$ cat src/rtl/alu_cmd_sequencer.sv
// ---------------------------------------------------------------------------
// alu_cmd_sequencer
//
// Purpose:
//   Sequential wrapper around the combinational 16-bit Q6.10 ALU. Commands
//   arrive on a valid/ready stream and queue in a DEPTH-entry FIFO. The FIFO
//   head is presented to the ALU operand/instruction inputs. The ALU result is
//   captured into a response register and returned on a valid/ready stream
//   that honours backpressure. No arithmetic is done here; all rounding and
//   saturation belong to the ALU.
//
// Parameters:
//   DEPTH  command FIFO entries (power of two, 2..16)
//   PTR_W  FIFO pointer width, derived from DEPTH (do not override)
//
// Ports:
//   clk_i        clock, all state updates on the rising edge
//   rst_i        asynchronous active-high reset
//   cmd_valid_i  command present
//   cmd_ready_o  FIFO can accept a command (registered occupancy only)
//   cmd_inst_i   ALU opcode (0 add, 1 sub, 2 mul, 3 GeLU, 4 CLZ)
//   cmd_a_i      operand A, Q6.10
//   cmd_b_i      operand B, Q6.10
//   alu_a_o      ALU operand A (FIFO head, 0 when empty)
//   alu_b_o      ALU operand B (FIFO head, 0 when empty)
//   alu_inst_o   ALU instruction (FIFO head, 0 when empty)
//   alu_data_i   ALU result, combinational from alu_*_o
//   rsp_valid_o  response present
//   rsp_ready_i  consumer accepts the response
//   rsp_data_o   captured ALU result
//   rsp_inst_o   opcode that produced rsp_data_o
//   rsp_err_o    opcode was 5..7 (illegal)
//   count_o      FIFO occupancy
//   busy_o       FIFO non-empty or response pending
//
// Optional feature (macro ALU_PERF_CNT_EN):
//   perf_cmd_o   saturating count of completed response handshakes
//   perf_stall_o saturating count of cycles with cmd_valid_i && !cmd_ready_o
// ---------------------------------------------------------------------------
module alu_cmd_sequencer #(
    parameter int DEPTH = 4,
    parameter int PTR_W = $clog2(DEPTH)
) (
    input  logic             clk_i,
    input  logic             rst_i,
    input  logic             cmd_valid_i,
    output logic             cmd_ready_o,
    input  logic [2:0]       cmd_inst_i,
    input  logic [15:0]      cmd_a_i,
    input  logic [15:0]      cmd_b_i,
    output logic [15:0]      alu_a_o,
    output logic [15:0]      alu_b_o,
    output logic [2:0]       alu_inst_o,
    input  logic [15:0]      alu_data_i,
    output logic             rsp_valid_o,
    input  logic             rsp_ready_i,
    output logic [15:0]      rsp_data_o,
    output logic [2:0]       rsp_inst_o,
    output logic             rsp_err_o,
    output logic [PTR_W:0]   count_o,
    output logic             busy_o
`ifdef ALU_PERF_CNT_EN
    ,
    output logic [15:0]      perf_cmd_o,
    output logic [15:0]      perf_stall_o
`endif
);

    localparam int                CNT_W    = PTR_W + 1;
    localparam logic [CNT_W-1:0]  FULL_CNT = CNT_W'(DEPTH);
    localparam logic [2:0]        LAST_OP  = 3'd4;

    // EMPTY: nothing queued and no response pending.
    // RUN:   work present, response slot free or draining.
    // STALL: a pending response was refused at the last edge and is held.
    typedef enum logic [1:0] {
        ST_EMPTY = 2'd0,
        ST_RUN   = 2'd1,
        ST_STALL = 2'd2
    } state_t;

    state_t state_q;

    // FIFO storage holds data only; reset discards entries via the pointers.
    logic signed [15:0] fifo_a [DEPTH];
    logic signed [15:0] fifo_b [DEPTH];
    logic        [2:0]  fifo_inst [DEPTH];

    logic [PTR_W-1:0]   wr_ptr;
    logic [PTR_W-1:0]   rd_ptr;

    logic               vld_p0;
    logic               push;
    logic               cap;
    logic               rsp_take;
    logic [CNT_W-1:0]   count_nxt;
    logic               rsp_valid_nxt;

    // ---- stage p0: FIFO head drives the ALU ----
    assign vld_p0      = (count_o != '0);
    assign cmd_ready_o = (count_o != FULL_CNT);
    assign push        = cmd_valid_i && cmd_ready_o;
    assign rsp_take    = rsp_valid_o && rsp_ready_i;
    // The head moves into the response slot whenever that slot is free or
    // being emptied at this same edge.
    assign cap         = vld_p0 && (!rsp_valid_o || rsp_ready_i);

    assign alu_a_o    = vld_p0 ? fifo_a[rd_ptr]    : '0;
    assign alu_b_o    = vld_p0 ? fifo_b[rd_ptr]    : '0;
    assign alu_inst_o = vld_p0 ? fifo_inst[rd_ptr] : '0;

    always_comb begin
        count_nxt = count_o;
        case ({push, cap})
            2'b10:   count_nxt = count_o + 1'b1;
            2'b01:   count_nxt = count_o - 1'b1;
            default: count_nxt = count_o;
        endcase
    end

    assign rsp_valid_nxt = cap || (rsp_valid_o && !rsp_take);

    always_ff @(posedge clk_i) begin
        if (push) begin
            fifo_a[wr_ptr]    <= cmd_a_i;
            fifo_b[wr_ptr]    <= cmd_b_i;
            fifo_inst[wr_ptr] <= cmd_inst_i;
        end
    end

    // ---- stage p1: response register and sequencing state ----
    always_ff @(posedge clk_i or posedge rst_i) begin
        if (rst_i) begin
            wr_ptr      <= '0;
            rd_ptr      <= '0;
            count_o     <= '0;
            rsp_valid_o <= 1'b0;
            rsp_data_o  <= '0;
            rsp_inst_o  <= '0;
            rsp_err_o   <= 1'b0;
            state_q     <= ST_EMPTY;
        end else begin
            if (push) begin
                wr_ptr <= wr_ptr + 1'b1;
            end
            if (cap) begin
                rd_ptr     <= rd_ptr + 1'b1;
                rsp_data_o <= alu_data_i;
                rsp_inst_o <= fifo_inst[rd_ptr];
                rsp_err_o  <= (fifo_inst[rd_ptr] > LAST_OP);
            end
            count_o     <= count_nxt;
            rsp_valid_o <= rsp_valid_nxt;

            if ((count_nxt == '0) && !rsp_valid_nxt) begin
                state_q <= ST_EMPTY;
            end else if (rsp_valid_o && !rsp_ready_i) begin
                state_q <= ST_STALL;
            end else begin
                state_q <= ST_RUN;
            end
        end
    end

    // busy follows the registered state so it never sees input glitches.
    assign busy_o = (state_q != ST_EMPTY);

`ifdef ALU_PERF_CNT_EN
    always_ff @(posedge clk_i or posedge rst_i) begin
        if (rst_i) begin
            perf_cmd_o   <= '0;
            perf_stall_o <= '0;
        end else begin
            if (rsp_take && (perf_cmd_o != 16'hFFFF)) begin
                perf_cmd_o <= perf_cmd_o + 1'b1;
            end
            if (cmd_valid_i && !cmd_ready_o && (perf_stall_o != 16'hFFFF)) begin
                perf_stall_o <= perf_stall_o + 1'b1;
            end
        end
    end
`else
    // Performance counters are not built in this configuration.
`endif

endmodule
$ cat config.mk
export PLATFORM = sky130hd
export DESIGN_NAME = alu_cmd_sequencer
export DESIGN_NICKNAME = d
export VERILOG_FILES = /design/src/rtl/alu_cmd_sequencer.sv
export SDC_FILE = /design/constraint.sdc
export NUM_CORES = 1
export LEC_CHECK = 0
export BUFFER_PORTS_ARGS = -buffer_cell sky130_fd_sc_hd__buf_2
export CAP_MARGIN = 0
export CORE_MARGIN = 4
export CORE_UTILIZATION = 39
export DETAILED_ROUTE_END_ITERATION = 10
export RECOVER_POWER = 50
export SYNTH_ARGS = -nofsm -noshare
export SYNTH_HDL_FRONTEND = slang
export SYNTH_SLANG_ARGS = --single-unit
$ cat constraint.sdc
create_clock -name clk_i -period 2.2 [get_ports clk_i]
set_input_delay 0.11 -clock clk_i [delete_from_list [all_inputs] [get_ports clk_i]]
set_output_delay 0.11 -clock clk_i [all_outputs]
set_load 0.005 [all_outputs]
# Yosys cells after proc, flatten, opt, wreduce, memory -nomap -nowiden
# Memory sizes are Yosys's and may differ from the RTL's.
# Cells that the tools add are included.
# totals
reg_bits	30
wordCells	42
memories	3
inputBits	55
output_inout_bits	61
ram_bits	140
# op_classes
order_cmp	1
reduce_logical	15
n_eq_ne	3
muxes	8
add_sub_neg	4
# mem_list
memory	words	word_bits	rd	rd_clocked_by_memory_dff	write_ports	line	text
fifo_a	4	16	1	0	1	85	logic signed [15:0] fifo_a [DEPTH];
fifo_b	4	16	1	0	1	86	logic signed [15:0] fifo_b [DEPTH];
fifo_inst	4	3	1	0	1	87	logic [2:0] fifo_inst [DEPTH];
# op_table
operator	n
2-to-1 mux 16 bit	2
logical AND 1 bit	6
case mux 3 bit (2 select lines)	1
adder 2 x 1 -> 2 bit, second input constant	2
logical NOT 1 bit	4
2-to-1 mux 2 bit	2
adder 3 x 1 -> 3 bit, second input constant	1
> comparator 3 bit, second input constant	1
logical NOT 3 bit	1
2-to-1 mux 3 bit	1
inequality test 3 bit, second input constant	1
nonzero test 3 bit	1
subtractor 3 x 1 -> 3 bit, second input constant	1
== test 2 x 1 -> 1 bit, second input constant	1
== test 2 bit, second input constant	1
logical OR 1 bit	2
2-to-1 mux 1 bit	2
nonzero test 2 bit	1

# Longest topological paths before layout
# logic_depth
depth_word	8
depth_mapped	10
ltp_nobuf	9

# Least setup slack after synthesis
# No wires, ideal clock.
# synth_path
kind	register to register
start	register count_o[0]
end	register state_q[0]
period_less_slack_ps	2201
path_buffers	0
slack_ps	-1
required_ps	2076
setup_time_ps	124
arrival_time_ps	2077
stages_incl_launch_ff	9
path_cell_list	dfrtp_1 or3b_4 and2_4 inv_1 ha_1 inv_1 fa_1 mux2i_1 o31a_1
# synth_via
elab_chain_len	7
word_cells_on_any_way	14
cone_classes	add/sub: 2; eq/ne: 3; mux: 2; reduce/logical: 7
# synth_lines
item	line	text
from (decl)	60	output logic [PTR_W:0] count_o,
from (signal assigned)	152	count_o <= count_nxt;
inequality test 3 bit (*)	101	assign cmd_ready_o = (count_o != FULL_CNT);
net cmd_ready_o	47	output logic cmd_ready_o,
logical AND 1 bit (*)	102	assign push = cmd_valid_i && cmd_ready_o;
== test 2 x 1 -> 1 bit / == test 2 bit (equally long branches)	114	case ({push, cap})
case mux 3 bit (2 select lines) (*)	114	
net count_nxt[1]	96	logic [CNT_W-1:0] count_nxt;
logical NOT 3 bit (*)	155	if ((count_nxt == '0) && !rsp_valid_nxt) begin
logical AND 1 bit (*)	155	
2-to-1 mux 2 bit (*)	155	
to (signal assigned)	156	state_q <= ST_EMPTY;
to (signal assigned)	158	state_q <= ST_STALL;
to (signal assigned)	160	state_q <= ST_RUN;
to (decl)	82	state_t state_q;
# The timed path passes the listed nets; every way through them passes the cells marked *.
# A chain may end at the register's enable or synchronous reset.

# Worst setup path after layout
# layout_path
start	register count_o[1]
end	register state_q[0]
# layout_via
elab_chain_len	7
word_cells_on_any_way	14
cone_classes	add/sub: 2; eq/ne: 3; mux: 2; reduce/logical: 7
# layout_lines
item	line
inequality test 3 bit / nonzero test 3 bit (equally long branches)	101, 100
logical AND 1 bit (on tied branches)	102, 106
== test 2 x 1 -> 1 bit / == test 2 bit (equally long branches)	114
case mux 3 bit (2 select lines) (*)	114
net count_nxt[1]	96
logical NOT 3 bit (*)	155
logical AND 1 bit (*)	155
2-to-1 mux 2 bit (*)	155
# Marks and branches as above.

==> metrics.json <==
{
  "global_route": {
    "global_route_wire_length_before_repair_um": 19800,
    "grt_usage": 0.141,
    "antenna_found_initial": 0,
    "largest_net_degree_at_the_start_of_global_routing": 39,
    "total_overflow_reported_by_the_global_router": 0,
    "number_of_global_route_vias_before_repair": 3742
  },
  "power_and_ir_drop": {
    "max-vdd-ir-drop_uv": 531,
    "power.leakage_uw": 0.00306,
    "power_per_cell_area_nw_per_um2": 1310
  },
  "finish": {
    "post_layout_nonfiller_instances": 731,
    "area.sequential_um2": 4960,
    "ratio_of_cells_with_drive_above_1_in_the_final_layout": 0.341,
    "synthToLayoutAreaGrowth_pct": 29.2,
    "n_antenna_cell": 0,
    "final_area_um2": 8500,
    "layout.nets": 559,
    "multi_input_comb_area_um2": 1520,
    "fillers": 1383
  },
  "yosys": {
    "synth-edff-count": 140,
    "syn-mean-instance-area_um2": 21.0,
    "synthFlopType": "sky130_fd_sc_hd__edfxtp_1",
    "yosys.cell_types.count": 28,
    "synth_top_area_cell": "sky130_fd_sc_hd__edfxtp_1",
    "synth.yosys.seq_area_share": 0.753,
    "syn_inst": 313,
    "synthTopCellsByArea": "sky130_fd_sc_hd__edfxtp_1 (64%), sky130_fd_sc_hd__mux4_2 (12%), sky130_fd_sc_hd__dfrtp_1 (11%), sky130_fd_sc_hd__and2_1 (3.3%), sky130_fd_sc_hd__mux2_2 (3.3%)",
    "synth_fp_nets": 374,
    "yosysWarningCount": 0,
    "synth_common_cells": "sky130_fd_sc_hd__edfxtp_1 (140), sky130_fd_sc_hd__and2_1 (35), sky130_fd_sc_hd__mux4_2 (35), sky130_fd_sc_hd__dfrtp_1 (30), sky130_fd_sc_hd__mux2_2 (19)",
    "synthesized_flop_and_latch_total": 170,
    "synth-async-reset-ratio": 0.176,
    "synthDominantCellAreaShare": 0.639,
    "netlist_area_um2": 6580,
    "yosysMostFrequentCell": "sky130_fd_sc_hd__edfxtp_1"
  },
  "clock_network": {
    "clock-sinks": 170,
    "cts_buffers": 17,
    "cts.clk_slew.worst_paths_ps": 60,
    "tritoncts": "built",
    "cts.htree.levels": 4,
    "cts_max_path_buffers": 2,
    "worstSkewPairLatency_ps": 430,
    "root_buffer": "sky130_fd_sc_hd__clkbuf_16"
  },
  "placement": {
    "weighted_congestion_reported_at_the_end_of_routability_driven_placement": 0.743,
    "io_buffer_count": 115,
    "dp.final_hpwl_um": 7630,
    "post_dp_cell_area_um2": 7450,
    "dpl.cell_count": 644,
    "dp_worst_setup_slack_ps": 13.7
  },
  "drt": {
    "route.antenna.remaining_nets": 0,
    "wl_um": 12900,
    "via_count": 3504,
    "wire_per_inst_um": 17.7,
    "detail_route.iter0.violations": 118,
    "detail_route.drc_violations": 0,
    "drt-pass1-iter-count": 4,
    "viasPerCell": 4.79
  },
  "sta": {
    "min_period_ps": 2180,
    "fin_skew_ps": 11.3,
    "timing_hold_violations_final": 0,
    "slew_headroom": 0.333,
    "holdWs_ps": 83.5,
    "worst_slack_ps": 15.8,
    "setup_repair_after_global_routing_missed_its_margin": "yes",
    "period_share": 0.993,
    "max_freq_mhz": 458,
    "finalSetupTns_ps": 0,
    "drv_slew": 0,
    "max_slew.worst_pin.slew_ps": 1000,
    "setup_viol": 0
  },
  "die": {
    "number_of_rows_in_the_core_area": 47,
    "die-width_um": 138,
    "die-height_um": 138,
    "floorplan.die_area_um2": 19000,
    "effective_utilization_at_floorplan": 0.397,
    "top_level_pins": 116,
    "core_region_area_um2": 16600
  },
  "setup_path": {
    "max_stage_delay_ps": 470,
    "critical_path_fanouts_max": 6,
    "critPathArrivalTime_ps": 2480,
    "critPathCaptureType": "register",
    "cp.required_ps": 2500,
    "crit_path_cell_trace": "or3b_4 > and2_4 > inv_4 > ha_4 > inv_2 > fa_1 > mux2i_1 > o31a_1",
    "critical_path.slowest_cell": "sky130_fd_sc_hd__fa_1",
    "setup.worst_path.class": "register to register",
    "crit_path_start_kind": "register"
  },
  "hold_path": {
    "hp-class": "primary input to register"
  },
  "outcome": {
    "run_status": "complete, no violations"
  },
  "flow_run": {
    "max_cap_violations": 0
  }
}
[where the power goes]
part           internal [uW]  leakage (uW)  switching [uW]  total [uW]
combinational           1950       0.00116            1780        3730
clock                   1670      0.000269            1140        2810
sequential              4330       0.00163             228        4550
[per-layer routing]
layer  GRT usage  wire length (um)
met3      0.0403               800
met5           0                 0
met4      0.0593               211
met1       0.163              5330
met2       0.246              6600
[registers in the layout, indices dropped and copies added (netlist names), 2 cells and up]
register    flops
count_o         3
fifo_a         64
fifo_b         64
fifo_inst      12
rd_ptr          2
rsp_data_o     16
rsp_inst_o      3
state_q         2
wr_ptr          2
[cell usage in the layout (no fill, tap or decap), drive strengths merged, types with 4 or more instances in the layout]
cell type      n
edfxtp       140
clkbuf        76
and3           4
ha             5
dfrtp         30
and2          36
inv            8
mux4          35
dlygate4sd3   52
buf           77
mux2          20
[metrics by stage]
step / total power [uW] / util
global placement: 8280 / 0.449
detailed placement: 8360 / 0.449
floorplan: 6880 / -
CTS: 11300 / 0.514
global route: 11800 / 0.512
finish: 11100 / 0.512
[final timing paths]
check / from / end / slack, ps / cells past startpoint
worst max-delay path: count_o[1] / state_q[0] / 20 / 8
worst min-delay path: rsp_ready_i / rsp_valid_o / 80 / 3
worst max register to register: count_o[1] / state_q[0] / 20 / 8
worst min register to register: rsp_data_o[3] / rsp_data_o[3] / 500 / 1
max in group asynchronous: rst_i / rd_ptr[0] / 730 / 4
min in group asynchronous: rst_i / rsp_data_o[6] / 300 / 3
[timing repair]
item | CTS | global route
gates resized for setup | 0 | 4
hold endpoints to repair | 171 | 0
setup buffers | 0 | 3
hold buffers | 52 | 0
setup endpoints to repair | 0 | 1
[worst max-delay path, delay by kind of cell (launching register included)]
kind                     cells  cell delay (ps)
AND/OR/NAND/NOR              2              620
adder cells (fa/ha/maj)      2              600
flip-flops                   1              380
AO/OA/AOI/OAI                1              290
multiplexers                 1               90
buffers and inverters        2               80
[area by class of cell]
| cell class | count | area share |
|---|---|---|
| Clock buffer | 25 | 0.0583 |
| Timing Repair Buffer | 180 | 0.136 |
| Clock inverter | 7 | 0.00795 |
| Multi-Input combinational cell | 121 | 0.179 |
| Sequential cell | 170 | 0.583 |
| Inverter | 8 | 0.00383 |
| Tap cell | 220 | 0.0324 |
[cell families after synthesis]
| kind of cell | count (synthesis) | share of synthesized area |
|---|---|---|
| xor gates and xnor gates | 6 | 0.00799 |
| DFF | 170 | 0.753 |
| and+or+nand+nor | 50 | 0.0483 |
| adders and majority gates | 6 | 0.0126 |
| muxes | 56 | 0.156 |
| AOI/OAI and AO/OA | 3 | 0.00342 |
| buffers and inverters | 22 | 0.0183 |
No activity file was read; power rests on OpenSTA's default activity.
